`src/rtl/soc_bus_pkg.sv`:
```
// Shared definitions for the 6502 SoC bus controller: default slave map,
// FSM state type, index-width and pclk increment helpers.
package soc_bus_pkg;

    localparam int NUM_SLV_DEF  = 4;
    localparam int DEC_BITS_DEF = 4;
    localparam int WS_W_DEF     = 3;

    // Region tags, slave i in bits [i*DEC_BITS +: DEC_BITS]
    localparam logic [NUM_SLV_DEF*DEC_BITS_DEF-1:0] SLV_BASE_DEF = {4'hf, 4'h2, 4'h1, 4'h0};
    // Wait states, slave i in bits [i*WS_W +: WS_W]
    localparam logic [NUM_SLV_DEF*WS_W_DEF-1:0]     SLV_WS_DEF   = {3'd1, 3'd2, 3'd0, 3'd0};

    typedef enum logic {
        IDLE,
        WAIT
    } bus_state_t;

    // Width of a slave index; at least one bit even for a single slave
    function automatic int idx_width(input int n);
        return (n > 1) ? $clog2(n) : 1;
    endfunction

    localparam int IDX_W_DEF = idx_width(NUM_SLV_DEF);

    // Phase increment: round(pclk_hz * 2^acc_w / clk_hz)
    function automatic longint unsigned pclk_inc(input longint unsigned clk_hz,
                                                 input longint unsigned pclk_hz,
                                                 input int              acc_w);
        return ((pclk_hz << acc_w) + (clk_hz >> 1)) / clk_hz;
    endfunction

endpackage

```
`src/rtl/soc_pclk_gen.sv`:
```
// Fractional peripheral clock-enable: phase accumulator whose carry-out
// becomes a one-clk pclk pulse.
import soc_bus_pkg::*;

module soc_pclk_gen #(
    parameter int unsigned CLK_HZ  = 40000000,
    parameter int unsigned PCLK_HZ = 16000000,
    parameter int          ACC_W   = 16
) (
    input  logic clk,
    input  logic reset,
    output logic pclk
);

    localparam bit              HOLD  = (PCLK_HZ >= CLK_HZ);
    localparam longint unsigned INC_L = HOLD ? 64'd0
                                             : pclk_inc(64'(CLK_HZ), 64'(PCLK_HZ), ACC_W);
    localparam logic [ACC_W-1:0] INC  = INC_L[ACC_W-1:0];

    generate
        if (PCLK_HZ == 0) begin : g_bad_pclk
            $error("soc_pclk_gen: PCLK_HZ must be non-zero");
        end
    endgenerate

    logic [ACC_W-1:0] acc;
    logic [ACC_W:0]   sum;

    // Next accumulator value with carry-out in the top bit
    always_comb begin
        sum = {1'b0, acc} + {1'b0, INC};
    end

    // Accumulate phase; carry-out registers into pclk (held high when pclk >= clk)
    always_ff @(posedge clk or posedge reset) begin
        if (reset) begin
            acc  <= '0;
            pclk <= 1'b0;
        end else if (HOLD) begin
            acc  <= '0;
            pclk <= 1'b1;
        end else begin
            acc  <= sum[ACC_W-1:0];
            pclk <= sum[ACC_W];
        end
    end

endmodule

```
`src/rtl/soc_bus_ctrl.sv`:
```
// Bus controller between the 6502 core and its slaves: address decode,
// per-region wait states via RDY, registered read-data mux, pclk enable
// and masked IRQ aggregation.
import soc_bus_pkg::*;

module soc_bus_ctrl #(
    parameter int                            NUM_SLV  = 4,
    parameter int                            AW       = 16,
    parameter int                            DW       = 8,
    parameter int                            DEC_BITS = 4,
    parameter logic [NUM_SLV*DEC_BITS-1:0]   SLV_BASE = SLV_BASE_DEF,
    parameter int                            WS_W     = 3,
    parameter logic [NUM_SLV*WS_W-1:0]       SLV_WS   = SLV_WS_DEF,
    parameter int                            DEF_SLV  = 3,
    parameter int unsigned                   CLK_HZ   = 40000000,
    parameter int unsigned                   PCLK_HZ  = 16000000,
    parameter int                            ACC_W    = 16
) (
    input  logic                  clk,
    input  logic                  reset,
    input  logic [AW-1:0]         cpu_ab,
    input  logic                  cpu_we_n,
    output logic [DW-1:0]         cpu_di,
    output logic                  cpu_rdy,
    output logic                  cpu_irq_n,
    output logic [NUM_SLV-1:0]    slv_sel_n,
    output logic                  slv_we_n,
    input  logic [NUM_SLV*DW-1:0] slv_rdata,
    input  logic [NUM_SLV-1:0]    slv_irq_n,
    input  logic [NUM_SLV-1:0]    irq_en,
    output logic [NUM_SLV-1:0]    irq_pend,
    output logic                  pclk,
    output logic                  dec_err,
    input  logic                  err_clr
);

    localparam int            IW      = idx_width(NUM_SLV);
    localparam logic [IW-1:0] DEF_IDX = IW'(DEF_SLV);

    generate
        if (NUM_SLV < 1 || NUM_SLV > 16) begin : g_bad_num
            $error("soc_bus_ctrl: NUM_SLV must be 1..16");
        end
        if (DEF_SLV < 0 || DEF_SLV >= NUM_SLV) begin : g_bad_def
            $error("soc_bus_ctrl: DEF_SLV must be below NUM_SLV");
        end
        if (DEC_BITS > AW) begin : g_bad_dec
            $error("soc_bus_ctrl: DEC_BITS must not exceed AW");
        end
        if (DEC_BITS < AW) begin : g_low_addr
            // Low address bits only matter to the slaves themselves
            logic unused_addr;
            assign unused_addr = ^cpu_ab[AW-DEC_BITS-1:0];
        end
    endgenerate

    bus_state_t          state;
    logic [WS_W-1:0]     cnt;
    logic [IW-1:0]       lat_idx;
    logic                lat_miss;
    logic [IW-1:0]       dec_idx;
    logic                dec_hit;
    logic [DEC_BITS-1:0] tag;
    logic [IW-1:0]       act_idx;
    logic                act_miss;
    logic [WS_W-1:0]     act_ws;
    logic [IW-1:0]       mux_sel;

    // Address decode: lowest matching slave index wins, miss falls back to DEF_SLV
    always_comb begin
        tag     = cpu_ab[AW-1 -: DEC_BITS];
        dec_idx = DEF_IDX;
        dec_hit = 1'b0;
        for (int unsigned i = 0; i < NUM_SLV; i++) begin
            if (!dec_hit && tag == SLV_BASE[i*DEC_BITS +: DEC_BITS]) begin
                dec_idx = IW'(i);
                dec_hit = 1'b1;
            end
        end
    end

    // Active slave (latched while waiting), ready, selects and write strobe
    always_comb begin
        act_idx  = (state == WAIT) ? lat_idx  : dec_idx;
        act_miss = (state == WAIT) ? lat_miss : !dec_hit;
        act_ws   = SLV_WS[act_idx*WS_W +: WS_W];
        if (state == WAIT) begin
            cpu_rdy = (cnt == '0);
        end else begin
            cpu_rdy = (act_ws == '0);
        end
        slv_sel_n          = '1;
        slv_sel_n[act_idx] = 1'b0;
        slv_we_n           = cpu_we_n | ~cpu_rdy;
    end

    // Wait-state FSM: IDLE stalls into WAIT for W>0 slaves, counting W-1 further cycles
    always_ff @(posedge clk or posedge reset) begin
        if (reset) begin
            state    <= IDLE;
            cnt      <= '0;
            lat_idx  <= DEF_IDX;
            lat_miss <= 1'b0;
        end else begin
            case (state)
                IDLE: begin
                    if (act_ws != '0) begin
                        state    <= WAIT;
                        cnt      <= act_ws - WS_W'(1);
                        lat_idx  <= dec_idx;
                        lat_miss <= !dec_hit;
                    end
                end
                WAIT: begin
                    if (cnt == '0) begin
                        state <= IDLE;
                    end else begin
                        cnt <= cnt - WS_W'(1);
                    end
                end
                default: state <= IDLE;
            endcase
        end
    end

    // Read mux select follows the slave of each completing cycle
    always_ff @(posedge clk or posedge reset) begin
        if (reset) begin
            mux_sel <= DEF_IDX;
        end else if (cpu_rdy) begin
            mux_sel <= act_idx;
        end
    end

    assign cpu_di = slv_rdata[mux_sel*DW +: DW];

    // Sticky decode-miss flag; a new miss beats a simultaneous clear
    always_ff @(posedge clk or posedge reset) begin
        if (reset) begin
            dec_err <= 1'b0;
        end else if (cpu_rdy && act_miss) begin
            dec_err <= 1'b1;
        end else if (err_clr) begin
            dec_err <= 1'b0;
        end
    end

    // Level-sensitive masked IRQ aggregation, one clk latency
    always_ff @(posedge clk or posedge reset) begin
        if (reset) begin
            irq_pend  <= '0;
            cpu_irq_n <= 1'b1;
        end else begin
            irq_pend  <= ~slv_irq_n & irq_en;
            cpu_irq_n <= ~|(~slv_irq_n & irq_en);
        end
    end

    soc_pclk_gen #(
        .CLK_HZ  (CLK_HZ),
        .PCLK_HZ (PCLK_HZ),
        .ACC_W   (ACC_W)
    ) u_pclk (
        .clk   (clk),
        .reset (reset),
        .pclk  (pclk)
    );

endmodule
```
`config.mk`:
```
export PLATFORM = sky130hd
export DESIGN_NAME = soc_bus_ctrl
export DESIGN_NICKNAME = d
export VERILOG_FILES = /design/src/rtl/soc_bus_pkg.sv /design/src/rtl/soc_pclk_gen.sv /design/src/rtl/soc_bus_ctrl.sv
export SDC_FILE = /design/constraint.sdc
export NUM_CORES = 1
export LEC_CHECK = 0
export BUFFER_PORTS_ARGS = -buffer_cell sky130_fd_sc_hd__buf_2
export CORE_ASPECT_RATIO = 1.5
export CORE_MARGIN = 2
export CORE_UTILIZATION = 51
export CTS_BUF_LIST = sky130_fd_sc_hd__clkbuf_4 sky130_fd_sc_hd__clkbuf_8
export CTS_CLUSTER_SIZE = 10
export DETAILED_ROUTE_END_ITERATION = 10
export PLACE_DENSITY = 0.9
export SLEW_MARGIN = 20
export SYNTH_ARGS = -nofsm -noshare
export SYNTH_HDL_FRONTEND = slang
export SYNTH_HIERARCHICAL = 1
export SYNTH_SLANG_ARGS = --single-unit
```
`constraint.sdc`:
```
create_clock -name clk -period 4.6 [get_ports clk]
set_input_delay 0.46 -clock clk [delete_from_list [all_inputs] [get_ports clk]]
set_output_delay 0.46 -clock clk [all_outputs]
set_load 0.005 [all_outputs]
```
; Word-level counts from Yosys, hierarchy flattened
; Cells that the tools add are included.
[word_totals]
elab_cells = 68
in_bits = 60
ff_bits = 32
out_inout_bits = 21
[classes]
n_eq_ne = 5
multipliers = 1
muxes = 21
bitwise_logic = 6
addsub = 3
n_reduce_logical = 18
shift = 2
order_cmp = 2
[ops]
columns = cell, count
row1 = $shiftx 32x6->8, 1
row2 = $add 16x15->17 const B, 1
row3 = $shiftx 12x5->3 const A, 1
row4 = $mux 1, 11
row5 = $mux 2, 5
row6 = $not 4->4, 2
row7 = $logic_not 3->1, 2
row8 = $mux 3, 2
row9 = $pmux 3 s2, 1
row10 = $sub 3x1->3 const B, 2
row11 = $logic_and 1x1->1, 5
row12 = $logic_not 1->1, 5
row13 = $and 4x4->4, 1
row14 = $eq 4x1->1 const B, 1
row15 = $eq 4x2->1 const B, 1
row16 = $eq 4x4->1 const B, 1
row17 = $logic_not 4->1, 1
row18 = $mul 2x2->4 const B, 1
row19 = $ne 2x2->1 const B, 2
row20 = $reduce_and 2->1, 2
row21 = $reduce_or 4->1, 1
row22 = $lt 2x3->1 const B, 1
row23 = $reduce_bool 3->1, 1
row24 = $demux 1 s2, 1
row25 = 5 further kinds, 6

; Depth between registers and ports, before layout
[depth]
ltp_word = 18
depth_mapped = 7
ltp_nobuf = 7

; Cells and area by module
; Netlist, hierarchy kept.
[by_module_without_submodules]
columns = module, area_each_um2, cells_each, seq_area_each_um2, instances
row1 = soc_bus_ctrl, 949.7, 81, 381.6, 1
row2 = soc_pclk_gen, 754.5, 67, 400.4, 1

; Least setup slack after synthesis
; OpenSTA, ideal clock, no wires.
[synth_path]
path_type = register to output
startpoint = reg mux_sel[0]
endpoint = out cpu_di[0]
n_path_buf = 1
stages_incl_launch_ff = 3
arrival_ns = 1.269
required_time_ns = 4.140
setup_slack_ns = 2.871
cell_sequence = dfstp_2 > buf_2 > mux4_2
[synth_via]
elab_chain_cells = 1
[synth_lines]
columns = item, line
row1 = from (decl), soc_bus_ctrl.sv:67  ; logic [IW-1:0] mux_sel;
row2 = from (signal assigned), soc_bus_ctrl.sv:131  ; mux_sel <= act_idx;
row3 = $shiftx 32x6->8, soc_bus_ctrl.sv:135  ; assign cpu_di = slv_rdata[mux_sel*DW +: DW];
row4 = to (decl), soc_bus_ctrl.sv:23  ; output logic [DW-1:0] cpu_di,
; Every way passes these cells.

; Worst setup path in the final report
[layout_path]
startpoint = reg state
endpoint = out slv_we_n
[layout_via]
elab_chain_cells = 7
[layout_lines]
columns = item, line
row1 = from (decl), soc_bus_ctrl.sv:57  ; bus_state_t state;
row2 = from (signal assigned), soc_bus_ctrl.sv:100  ; state <= IDLE;
row3 = from (signal assigned), soc_bus_ctrl.sv:108  ; state <= WAIT;
row4 = from (signal assigned), soc_bus_ctrl.sv:116  ; state <= IDLE;
row5 = $mux 2, soc_bus_ctrl.sv:84  ; act_idx = (state == WAIT) ? lat_idx : dec_idx;
row6 = $mul 2x2->4, soc_bus_ctrl.sv:86  ; act_ws = SLV_WS[act_idx*WS_W +: WS_W];
row7 = $shiftx 12x5->3, soc_bus_ctrl.sv:86
row8 = $logic_not 3->1, soc_bus_ctrl.sv:90  ; cpu_rdy = (act_ws == '0);
row9 = $mux 1 (*), soc_bus_ctrl.sv:87  ; if (state == WAIT) begin
row10 = $not 1->1 (*), soc_bus_ctrl.sv:94  ; slv_we_n = cpu_we_n | ~cpu_rdy;
row11 = $or 1x1->1 (*), soc_bus_ctrl.sv:94
row12 = to (decl), soc_bus_ctrl.sv:27  ; output logic slv_we_n,
; Every way passes the cells marked *; elsewhere a longest branch is shown, timed or not.

==> metrics <==
Slew headroom 0.598; crit-path cells nor4b_4, or2_1, nand2b_1, buf_2; Internal 0.623 mW; post-DR vias/cell around 5.5; Post-synth top flop dfrtp_1; Synth Register Bits 31; Site Rows 25; Initial Utilization 0.539; Post-synth EDFFs 0; initial antenna violation count 0; mean area per synthesized cell between 10 and 15 µm²; Final min period 2.28 ns; TritonCTS clock tree yes; Worst-Margin Slew 0.602 ns; Synth Instances 148; routability cong. roughly 0.71; worst-path fanout max 13; status completed; NumNets Final about 280; DRT iter0 DRCs 26; total core area 3160 µm²; layout cells sized above 1 0.464; Worst Setup Slack, final 2.32 ns; clk_lat worst skew 0.28 ns; Fin Clk Skew between 0.002 and 0.003 ns; Tot Pwr 0.906 mW; Fmax 439 MHz; TritonCTS buffer count 5; global-route usage over all layers 0.214; DR DRC count 0; vias between 1000 and 1500; net switching power between 0.2 and 0.3 mW; H-tree levels 2; Worst-path clk slew roughly 0.06 ns; Tcrit/Tclk final 0.495; clock power share 0.229; vias in the first global route 1373; Worst path depth 4; fin. max-slew vios 0; CP delay by family, top simple AND/OR/NAND/NOR gates; Worst EP arrival 1.82 ns; critical path's largest stage delay 0.59 ns; Required @ worst endpoint between 4 and 5 ns; max cap viols 0; PwrDens 419 nW/µm²; postcts setup bufs 0; Peak VDD IR 0.304 mV; Final TNS setup 0 ns; worst slack at placement 2.61 ns; slowest CP cell dfrtp_1; Antenna Nets Post-Route 0; Buf/Inv on CP 1; sequential power share 0.430; Crit Path Category reg2out; DP HPWL 3260 µm; syn_nets between 200 and 250; Synth Cell Area 1700 µm²; Hold Buf Count CTS 0; Die H 74.8 µm; die width a little over 50 µm; largest net degree at the start of global routing 17; Reg2Reg Depth 3; worst-case clock buffer depth 2; CTS Root Cell clkbuf_8; CTS sink cnt 31; Post-synth ARST share 1.00; combinational power share 0.341; CP endpoint kind output port; final WL approximately 4000 µm; worst hold path type in2async; Sw Ratio 0.312; Critical Path Source Type register; final hold violation count 0; Leak about 1.1 nW; Synth cell types 42; Port Buffers 68; # IOs 81; number of diodes 0; Ys Warns 6; sequential area share after synthesis 0.459; Pre-Repair DR Iteration Count 4; grt total ovfl 0; RSZ-0062 raised after global routing false; final setup fails 0; Area growth, synth to finish 26.9%; CTS resizes 0; drt wl/cell about 15 µm; first-pass GRT wire length 5910 µm; Die ar. approximately 3800 µm²
-- Yosys cell counts, types with 3 or more instances --
master	n	area share
inv_1	9	0.020
xor2_1	4	0.021
o21ai_0	5	0.015
dfrtp_1	26	0.38
nor3_1	4	0.012
xnor2_1	5	0.026
a211oi_1	5	0.022
nor2b_1	6	0.022
nand3_1	6	0.018
nor2_1	5	0.011
nand2_1	11	0.024
a21oi_1	5	0.015
o21ai_1	4	0.012
mux4_2	8	0.11
or2_1	3	0.011
a211o_1	3	0.015
dfstp_2	5	0.077
-- worst reg2reg max path, stage by stage, from the launching register on --
cell and delay [ns]:
dfrtp_1 0.59, nor4b_4 0.44, or2_1 0.31, mux2_4 0.32
-- metrics by stage --
step	cell area [µm²]	hold WS [ns]	utilization	instances
after CTS	2160	0.245	0.685	260
after floorplan	1700	0.358	-	148
after detailed placement	2070	0.486	0.657	252
final	2160	0.237	0.685	260
after global routing	2160	0.285	0.685	260
after global placement	2070	0.475	0.657	252
-- state kept, by name (all words and copies together) (netlist names), 2 cells and up --
register and count:
irq_pend 4, mux_sel 2, lat_idx 2, u_pclk/acc 15
cnt 3
-- cells in the final DEF, fill, tap and decap left out, drive strengths merged, types with 2 or more instances in the layout --
| master | n |
|---|---|
| nand2 | 11 |
| xnor2 | 5 |
| nor4 | 4 |
| buf | 68 |
| nand3 | 6 |
| nor3 | 4 |
| a211oi | 7 |
| a21oi | 5 |
| inv | 10 |
| xor2 | 4 |
| ha | 2 |
| a211o | 3 |
| nor2b | 6 |
| nand2b | 2 |
| dfstp | 5 |
| or2 | 5 |
| o21ai | 9 |
| o211ai | 2 |
| mux2 | 2 |
| clkbuf | 7 |
| or3 | 2 |
| mux4 | 8 |
| nor2 | 5 |
| dfrtp | 26 |
-- power by group through the flow --
stage	Combinational (mW)	Sequential, mW	Clock, mW
floorplan	0.244	0.351	0
global placement	0.296	0.393	0
detailed placement	0.310	0.396	0
CTS	0.312	0.391	0.216
global route	0.336	0.399	0.229
finish	0.309	0.389	0.208
-- area by class of cell --
class / count / area [µm²]
Clock buffer: 7 / 83.8
Tap cell: 40 / 50.0
Inverter: 10 / 37.5
Multi-Input combinational cell: 103 / 865
Sequential cell: 31 / 782
Fill cell: 242 / 996
Clock inverter: 1 / 5.00
Timing Repair Buffer: 68 / 340
-- path summary, 6_finish.rpt --
check / to / start / slack [ns]
setup / recovery: slv_we_n / state$_DFF_PP0_ / 2.32
hold / removal: irq_pend[2]$_DFF_PP0_ / reset / 0.24
setup reg to reg: mux_sel[0]$_DFFE_PP1N_ / state$_DFF_PP0_ / 2.87
hold reg to reg: u_pclk/acc[13]$_DFF_PP0_ / u_pclk/acc[13]$_DFF_PP0_ / 0.49
max in group asynchronous: u_pclk/acc[13]$_DFF_PP0_ / reset / 3.94
min in group clk: irq_pend[0]$_DFF_PP0_ / slv_irq_n[0] / 0.34
-- per-layer routing --
metal | routed length (µm) | up-vias | GRT usage | part of all wire
li1 | - | 682 | - | -
met1 | 1360 | 677 | 0.188 | 0.34
met2 | 2210 | 53 | 0.416 | 0.56
met3 | 261 | 15 | 0.0694 | 0.066
met4 | 146 | 0 | 0.117 | 0.037
met5 | 0 | - | 0 | 0
-- logic make-up after synthesis --
family	share of synthesized area
xor+xnor	0.0463
compound gates	0.138
fa+ha+maj	0.0147
mux	0.129
simple gates	0.179
buf+inv	0.0338
flops	0.459
(Power assumes the default switching activity.)
